<file path="src/rtl/demux_pkg.sv">
// Shared types for the 2-way word demultiplexer.
package demux_pkg;

  localparam int WORD_W = 32;

  typedef logic [WORD_W-1:0] word_t;

  typedef enum logic {
    DEST0 = 1'b0,
    DEST1 = 1'b1
  } dest_e;

endpackage

</file>
<file path="src/rtl/demux_fifo.sv">
// Synchronous word FIFO; a push shows on head/valid one cycle later, no bypass.
// Pushes while full and pops while empty are ignored; the caller gates push on ~full.
module demux_fifo
  import demux_pkg::*;
#(
  parameter int DEPTH = 2
) (
  input  logic  clk,
  input  logic  rst,
  input  logic  push,
  input  word_t push_data,
  output logic  full,
  input  logic  pop,
  output word_t head,
  output logic  valid
);

  localparam int AW = $clog2(DEPTH);
  localparam int PW = AW + 1;

  logic [PW-1:0] wptr;
  logic [PW-1:0] rptr;
  word_t         mem [DEPTH];

  logic do_push;
  logic do_pop;

  // Extra pointer MSB distinguishes full from empty when addresses match.
  assign valid = (wptr != rptr);
  assign full  = (wptr[AW-1:0] == rptr[AW-1:0]) && (wptr[AW] != rptr[AW]);
  assign head  = mem[rptr[AW-1:0]];

  assign do_push = push && !full;
  assign do_pop  = pop && valid;

  always_ff @(posedge clk or posedge rst) begin
    if (rst) begin
      wptr <= '0;
      rptr <= '0;
    end else begin
      if (do_push) wptr <= wptr + PW'(1);
      if (do_pop)  rptr <= rptr + PW'(1);
    end
  end

  always_ff @(posedge clk) begin
    if (do_push && !rst) mem[wptr[AW-1:0]] <= push_data;
  end

endmodule

</file>
<file path="src/rtl/demux32_2way.sv">
// Registered 1-to-2 word demux: each word lands in FIFO[in_sel], visible one cycle later.
// in_ready drops only when the selected FIFO is full, so a stalled sink never blocks the other.
module demux32_2way
  import demux_pkg::*;
#(
  parameter int DEPTH = 2,
  parameter int CNT_W = 16
) (
  input  logic              clk,
  input  logic              rst,
  input  logic              in_valid,
  output logic              in_ready,
  input  logic [WORD_W-1:0] in_data,
  input  logic              in_sel,
  output logic              out0_valid,
  input  logic              out0_ready,
  output logic [WORD_W-1:0] out0_data,
  output logic              out1_valid,
  input  logic              out1_ready,
  output logic [WORD_W-1:0] out1_data,
  output logic [CNT_W-1:0]  cnt0,
  output logic [CNT_W-1:0]  cnt1
);

  dest_e sel;
  logic  full0;
  logic  full1;
  logic  accept;
  logic  push0;
  logic  push1;

  assign sel = dest_e'(in_sel);

  // Full flags are registered state, so no pass-through into a FIFO being popped.
  assign in_ready = (sel == DEST1) ? ~full1 : ~full0;
  assign accept   = in_valid && in_ready;
  assign push0    = accept && (sel == DEST0);
  assign push1    = accept && (sel == DEST1);

  demux_fifo #(.DEPTH(DEPTH)) u_fifo0 (
    .clk       (clk),
    .rst       (rst),
    .push      (push0),
    .push_data (in_data),
    .full      (full0),
    .pop       (out0_ready),
    .head      (out0_data),
    .valid     (out0_valid)
  );

  demux_fifo #(.DEPTH(DEPTH)) u_fifo1 (
    .clk       (clk),
    .rst       (rst),
    .push      (push1),
    .push_data (in_data),
    .full      (full1),
    .pop       (out1_ready),
    .head      (out1_data),
    .valid     (out1_valid)
  );

  always_ff @(posedge clk or posedge rst) begin
    if (rst) begin
      cnt0 <= '0;
      cnt1 <= '0;
    end else begin
      if (push0) cnt0 <= cnt0 + CNT_W'(1);
      if (push1) cnt1 <= cnt1 + CNT_W'(1);
    end
  end

endmodule
</file>
<file path="config.mk">
export PLATFORM = sky130hd
export DESIGN_NAME = demux32_2way
export DESIGN_NICKNAME = d
export VERILOG_FILES = /design/src/rtl/demux_pkg.sv /design/src/rtl/demux_fifo.sv /design/src/rtl/demux32_2way.sv
export SDC_FILE = /design/constraint.sdc
export NUM_CORES = 1
export LEC_CHECK = 0
export BUFFER_PORTS_ARGS = -buffer_cell sky130_fd_sc_hd__buf_2
export CAP_MARGIN = 10
export CORE_UTILIZATION = 37
export DETAILED_ROUTE_END_ITERATION = 12
export GPL_TIMING_DRIVEN = 0
export PLACE_DENSITY = 0.6
export SYNTH_ARGS = -nofsm -noshare
export SYNTH_HDL_FRONTEND = slang
export SYNTH_HIERARCHICAL = 1
export SYNTH_SLANG_ARGS = --single-unit
</file>
<file path="constraint.sdc">
create_clock -name clk -period 5.9 [get_ports clk]
set_input_delay 0.295 -clock clk [delete_from_list [all_inputs] [get_ports clk]]
set_output_delay 0.295 -clock clk [all_outputs]
set_load 0.05 [all_outputs]
</file>
==> metrics list <==
- Result of the run: finished, final reports clean
* Maximum number of pins on one net before global-route repair: 33
* Met2 Resource Use GR: roughly 26%
- Total die area: 18200 sq um
* Minimum clock period after layout: 3.00 ns
- The worst register-to-register path begins at u_fifo1/rptr[0].
- Global routing used 5.82% of the available met3 tracks.
- DIE HEIGHT: 135 microns
* Max Cap Viol: 0
- Routability-driven placement finished with a final weighted congestion of 0.740.
- Counting every sink on the clock net gives 168.
- Maximum clock insertion buffer count: 2
* Post-layout total power: roughly 4.3 mW
- Total cell area at the placement stage: 7650 sq um
- Post-DR vias/cell: about 4.7
- Aggregate routed wire length: 13.0 mm
* Worst clock skew on the final layout: 0.0129 ns
- Static timing analysis puts the maximum clock frequency at 333 MHz.
- Clock transition at path regs: roughly 0.070 ns
- In this run the power density over the cells is roughly 520 nW/um^2.
- The number of placed instances, taps included, is about 750.
* Sequential element share of the synthesized area: around three quarters
- DRC errors left: 0
- Fraction of final layout cells with drive strength greater than 1: 48.5%
- Iteration-0 DRC Markers: 114
- The worst register-to-register path has a setup slack of 2.90 ns.
- TritonCTS built the clock tree.
* Most crowded layer after global routing: met2
- Yosys printed 6 warnings.
- Counting distinct cell types in the post-synthesis netlist gives 31.
- For the pin with the worst max-slew slack, the measured transition is approximately 0.87 ns.
- Met1 usage: 17.7%
- The first detailed-routing pass took 4 iterations.
* Type of the worst setup path: reg -> reg
- At the end of the flow, the number of nets in the layout was ~580.
- The final-report max-slew violation count came to 0.
- Root buffer selected by CTS: sky130_fd_sc_hd__clkbuf_16
- WP data arrival: 3.12 ns
- Share of the core filled with cells in the final layout: 48.0%
- First-pass GRT wire length: 20.5 mm
* Number of diodes: 0
- For this design the top-level I/O count stands at 137.
* Estimated wirelength of the detail-placed design: 9.15 mm
- Post-CTS repair changed the size of 0 cells.
- Final Setup Violations: 0
* Remaining number of nets flagged by the antenna check after routing: 0
* Number of buffers inserted during clock tree synthesis: 17
- Area of the core: between 15000 and 20000 sq um
- Crit path capture: u_fifo1/mem[1][25]
* GRT Util Overall: ~15%
- Path class of the lowest-slack min-delay path: in -> reg
- Critical path startpoint category: flop
* RSZ-0062 raised after global routing: false
- Critical path peak fanout: 10
- Netlist area before placement: about 6600 sq um
- Post-Synthesis Cells: 377
* Average wire per cell in the routed design: 16.7 microns
- The final route contains 3689 vias.
- Static leakage: 3.33 nW
* H-tree Lvls: 4
- The number of nets in the synthesized netlist is 417.
* Number of hold violations in the final report: 0
- Clock latency on the worst-skew pair: ~0.42 ns
- Data on the critical path is required at its endpoint by 6.02 ns.
* Total number of placement rows: 48
- Summing all non-filler instances in the final layout gives an area of 8300 sq um.
- Number of cells on the worst reg-to-reg path: 9
- The worst setup path is captured at a flop.
- After global routing the overflow that remains totals 0.
* Growth of design area from synthesis to finish: 26.7%
- Initial core utilization: 37.9%
- A synthesized cell averages 17.4 sq um.
- In this run the critical register-to-register path is captured at u_fifo1/mem[1][25].
- Headroom to the max-slew limit came out at 41.4%.
- Maximum vdd ir drop: 240 uV
* Final clock period utilization by the worst path: 50.8%
- The number of global-route vias before repair is just under 4000.
- Port buffering added 136 buffers.
- In this run the worst setup path begins at u_fifo1/rptr[0].
- For this run, the number of standard cells in the final layout without fillers is 780.
- Flip-flop and latch count after synthesis: 168
- Antenna violations before repair: 1
- In this run the horizontal extent of the chip is 135 microns.
==> worst min path at each step <==
| stage | startpoint | end | slack (ns) | depth (start not counted) |
|---|---|---|---|---|
| 2_1_floorplan | rst | u_fifo0/rptr[0] | 0.07 | 1 |
| 4_1_cts | in_data[3] | u_fifo0/mem[0][3] | 0.07 | 1 |
| 5_1_grt | in_data[27] | u_fifo0/mem[1][27] | 0.08 | 1 |
| 3_5_place_dp | rst | u_fifo1/wptr[0] | 0.26 | 2 |
| 6_report | in_data[19] | u_fifo0/mem[0][19] | 0.09 | 1 |
| 3_3_place_gp | rst | u_fifo1/wptr[1] | 0.25 | 2 |
==> cell families (layout without fill, tap and decap cells) <==
kind of cell,Yosys count,after routing,synth area share (%)
flops,168,168,74.0
simple gates,73,73,6.13
mux,72,72,12.4
xor+xnor,34,34,4.78
buf+inv,18,196,1.24
compound gates,10,10,1.11
fa+ha+maj,2,2,0.382
==> worst max-delay path, cell delays in order, from the launching register on <==
cell and delay (ns):
sky130_fd_sc_hd__dfrtp_1 0.39, sky130_fd_sc_hd__buf_2 0.31, sky130_fd_sc_hd__xnor2_1 0.13, sky130_fd_sc_hd__and2b_2 0.22, sky130_fd_sc_hd__nand3b_4 0.20, sky130_fd_sc_hd__inv_1 0.18
sky130_fd_sc_hd__nand2_1 0.12, sky130_fd_sc_hd__nor3_2 0.72, sky130_fd_sc_hd__buf_6 0.27, sky130_fd_sc_hd__buf_8 0.16
==> power by group <==
group          total (mW)  internal, mW  switching [mW]
registers            1.53          1.43          0.0987
logic                1.68         0.505            1.17
clock network        1.14         0.676           0.460
total                4.34          2.61            1.73
==> through the flow <==
| stage | hold WS, ns | TNS (ns) | setup WS, ns |
|---|---|---|---|
| global placement | 0.249 | -27.71 | -0.570 |
| finish | 0.0889 | 0 | 2.90 |
| CTS | 0.0696 | 0 | 2.80 |
| floorplan | 0.0694 | 0 | 1.77 |
| detailed placement | 0.263 | 0 | 2.83 |
| global route | 0.0775 | 0 | 2.63 |
==> cells in the mapped netlist, drive strengths merged <==
cell type / number / share of area (%)
nor2: 8 / 0.50
or4: 1 / 0.17
nand2: 24 / 1.4
mux2i: 5 / 0.76
nand3: 8 / 0.69
xnor2: 24 / 3.4
ha: 2 / 0.38
nor3: 6 / 0.46
dfrtp: 40 / 15
nand4: 8 / 0.76
o21ai: 6 / 0.46
nand3b: 1 / 0.31
and4: 1 / 0.13
nand2b: 3 / 0.29
o2111a: 2 / 0.34
buf: 9 / 0.73
and3: 5 / 0.48
and2b: 6 / 0.76
or2: 1 / 0.096
a211o: 2 / 0.31
edfxtp: 128 / 59
inv: 9 / 0.52
nor3b: 1 / 0.11
mux2: 67 / 12
xor2: 10 / 1.3
==> state kept, by name, indices dropped and copies added, names as in the netlist <==
signal and cells:
u_fifo0/mem 64, u_fifo1/mem 64, cnt0 16, cnt1 16
u_fifo0/rptr 2, u_fifo0/wptr 2, u_fifo1/rptr 2, u_fifo1/wptr 2
==> layout make-up <==
cell class              count  area (sq um)
repair buffers            147           845
clock inverters            14           183
plain buffers               9          47.5
inverters                   9          33.8
flip-flops and latches    168          4840
clock buffers              17           425
well taps                 225           282
fillers                  1547          9000
multi-input cells         191          1640
==> layout by cell type, fill, tap and decap left out, types with 3 or more instances in the layout <==
master	count
sky130_fd_sc_hd__and2b_2	4
sky130_fd_sc_hd__and3_1	5
sky130_fd_sc_hd__buf_2	144
sky130_fd_sc_hd__buf_6	5
sky130_fd_sc_hd__bufinv_16	3
sky130_fd_sc_hd__clkbuf_16	17
sky130_fd_sc_hd__dfrtp_1	40
sky130_fd_sc_hd__edfxtp_1	128
sky130_fd_sc_hd__inv_1	9
sky130_fd_sc_hd__inv_6	5
sky130_fd_sc_hd__mux2_2	65
sky130_fd_sc_hd__mux2i_1	5
sky130_fd_sc_hd__nand2_1	24
sky130_fd_sc_hd__nand2b_1	3
sky130_fd_sc_hd__nand3_1	7
sky130_fd_sc_hd__nand4_1	8
sky130_fd_sc_hd__nor2_1	7
sky130_fd_sc_hd__nor3_1	4
sky130_fd_sc_hd__o21ai_0	6
sky130_fd_sc_hd__xnor2_1	22
sky130_fd_sc_hd__xor2_1	10
==> layer usage <==
layer,vias to the layer above,share of wire [%]
li1,1740,-
met1,1830,42
met2,110,49
met3,9,8.0
met4,0,1.1
met5,-,0
==> what timing repair did <==
| action | CTS | global route |
|---|---|---|
| buffers inserted | 0 | 0 |
| hold buffers | 1 | 0 |
| endpoints found under the hold margin | 8 | 0 |
Power figures use the tool's default switching activity.
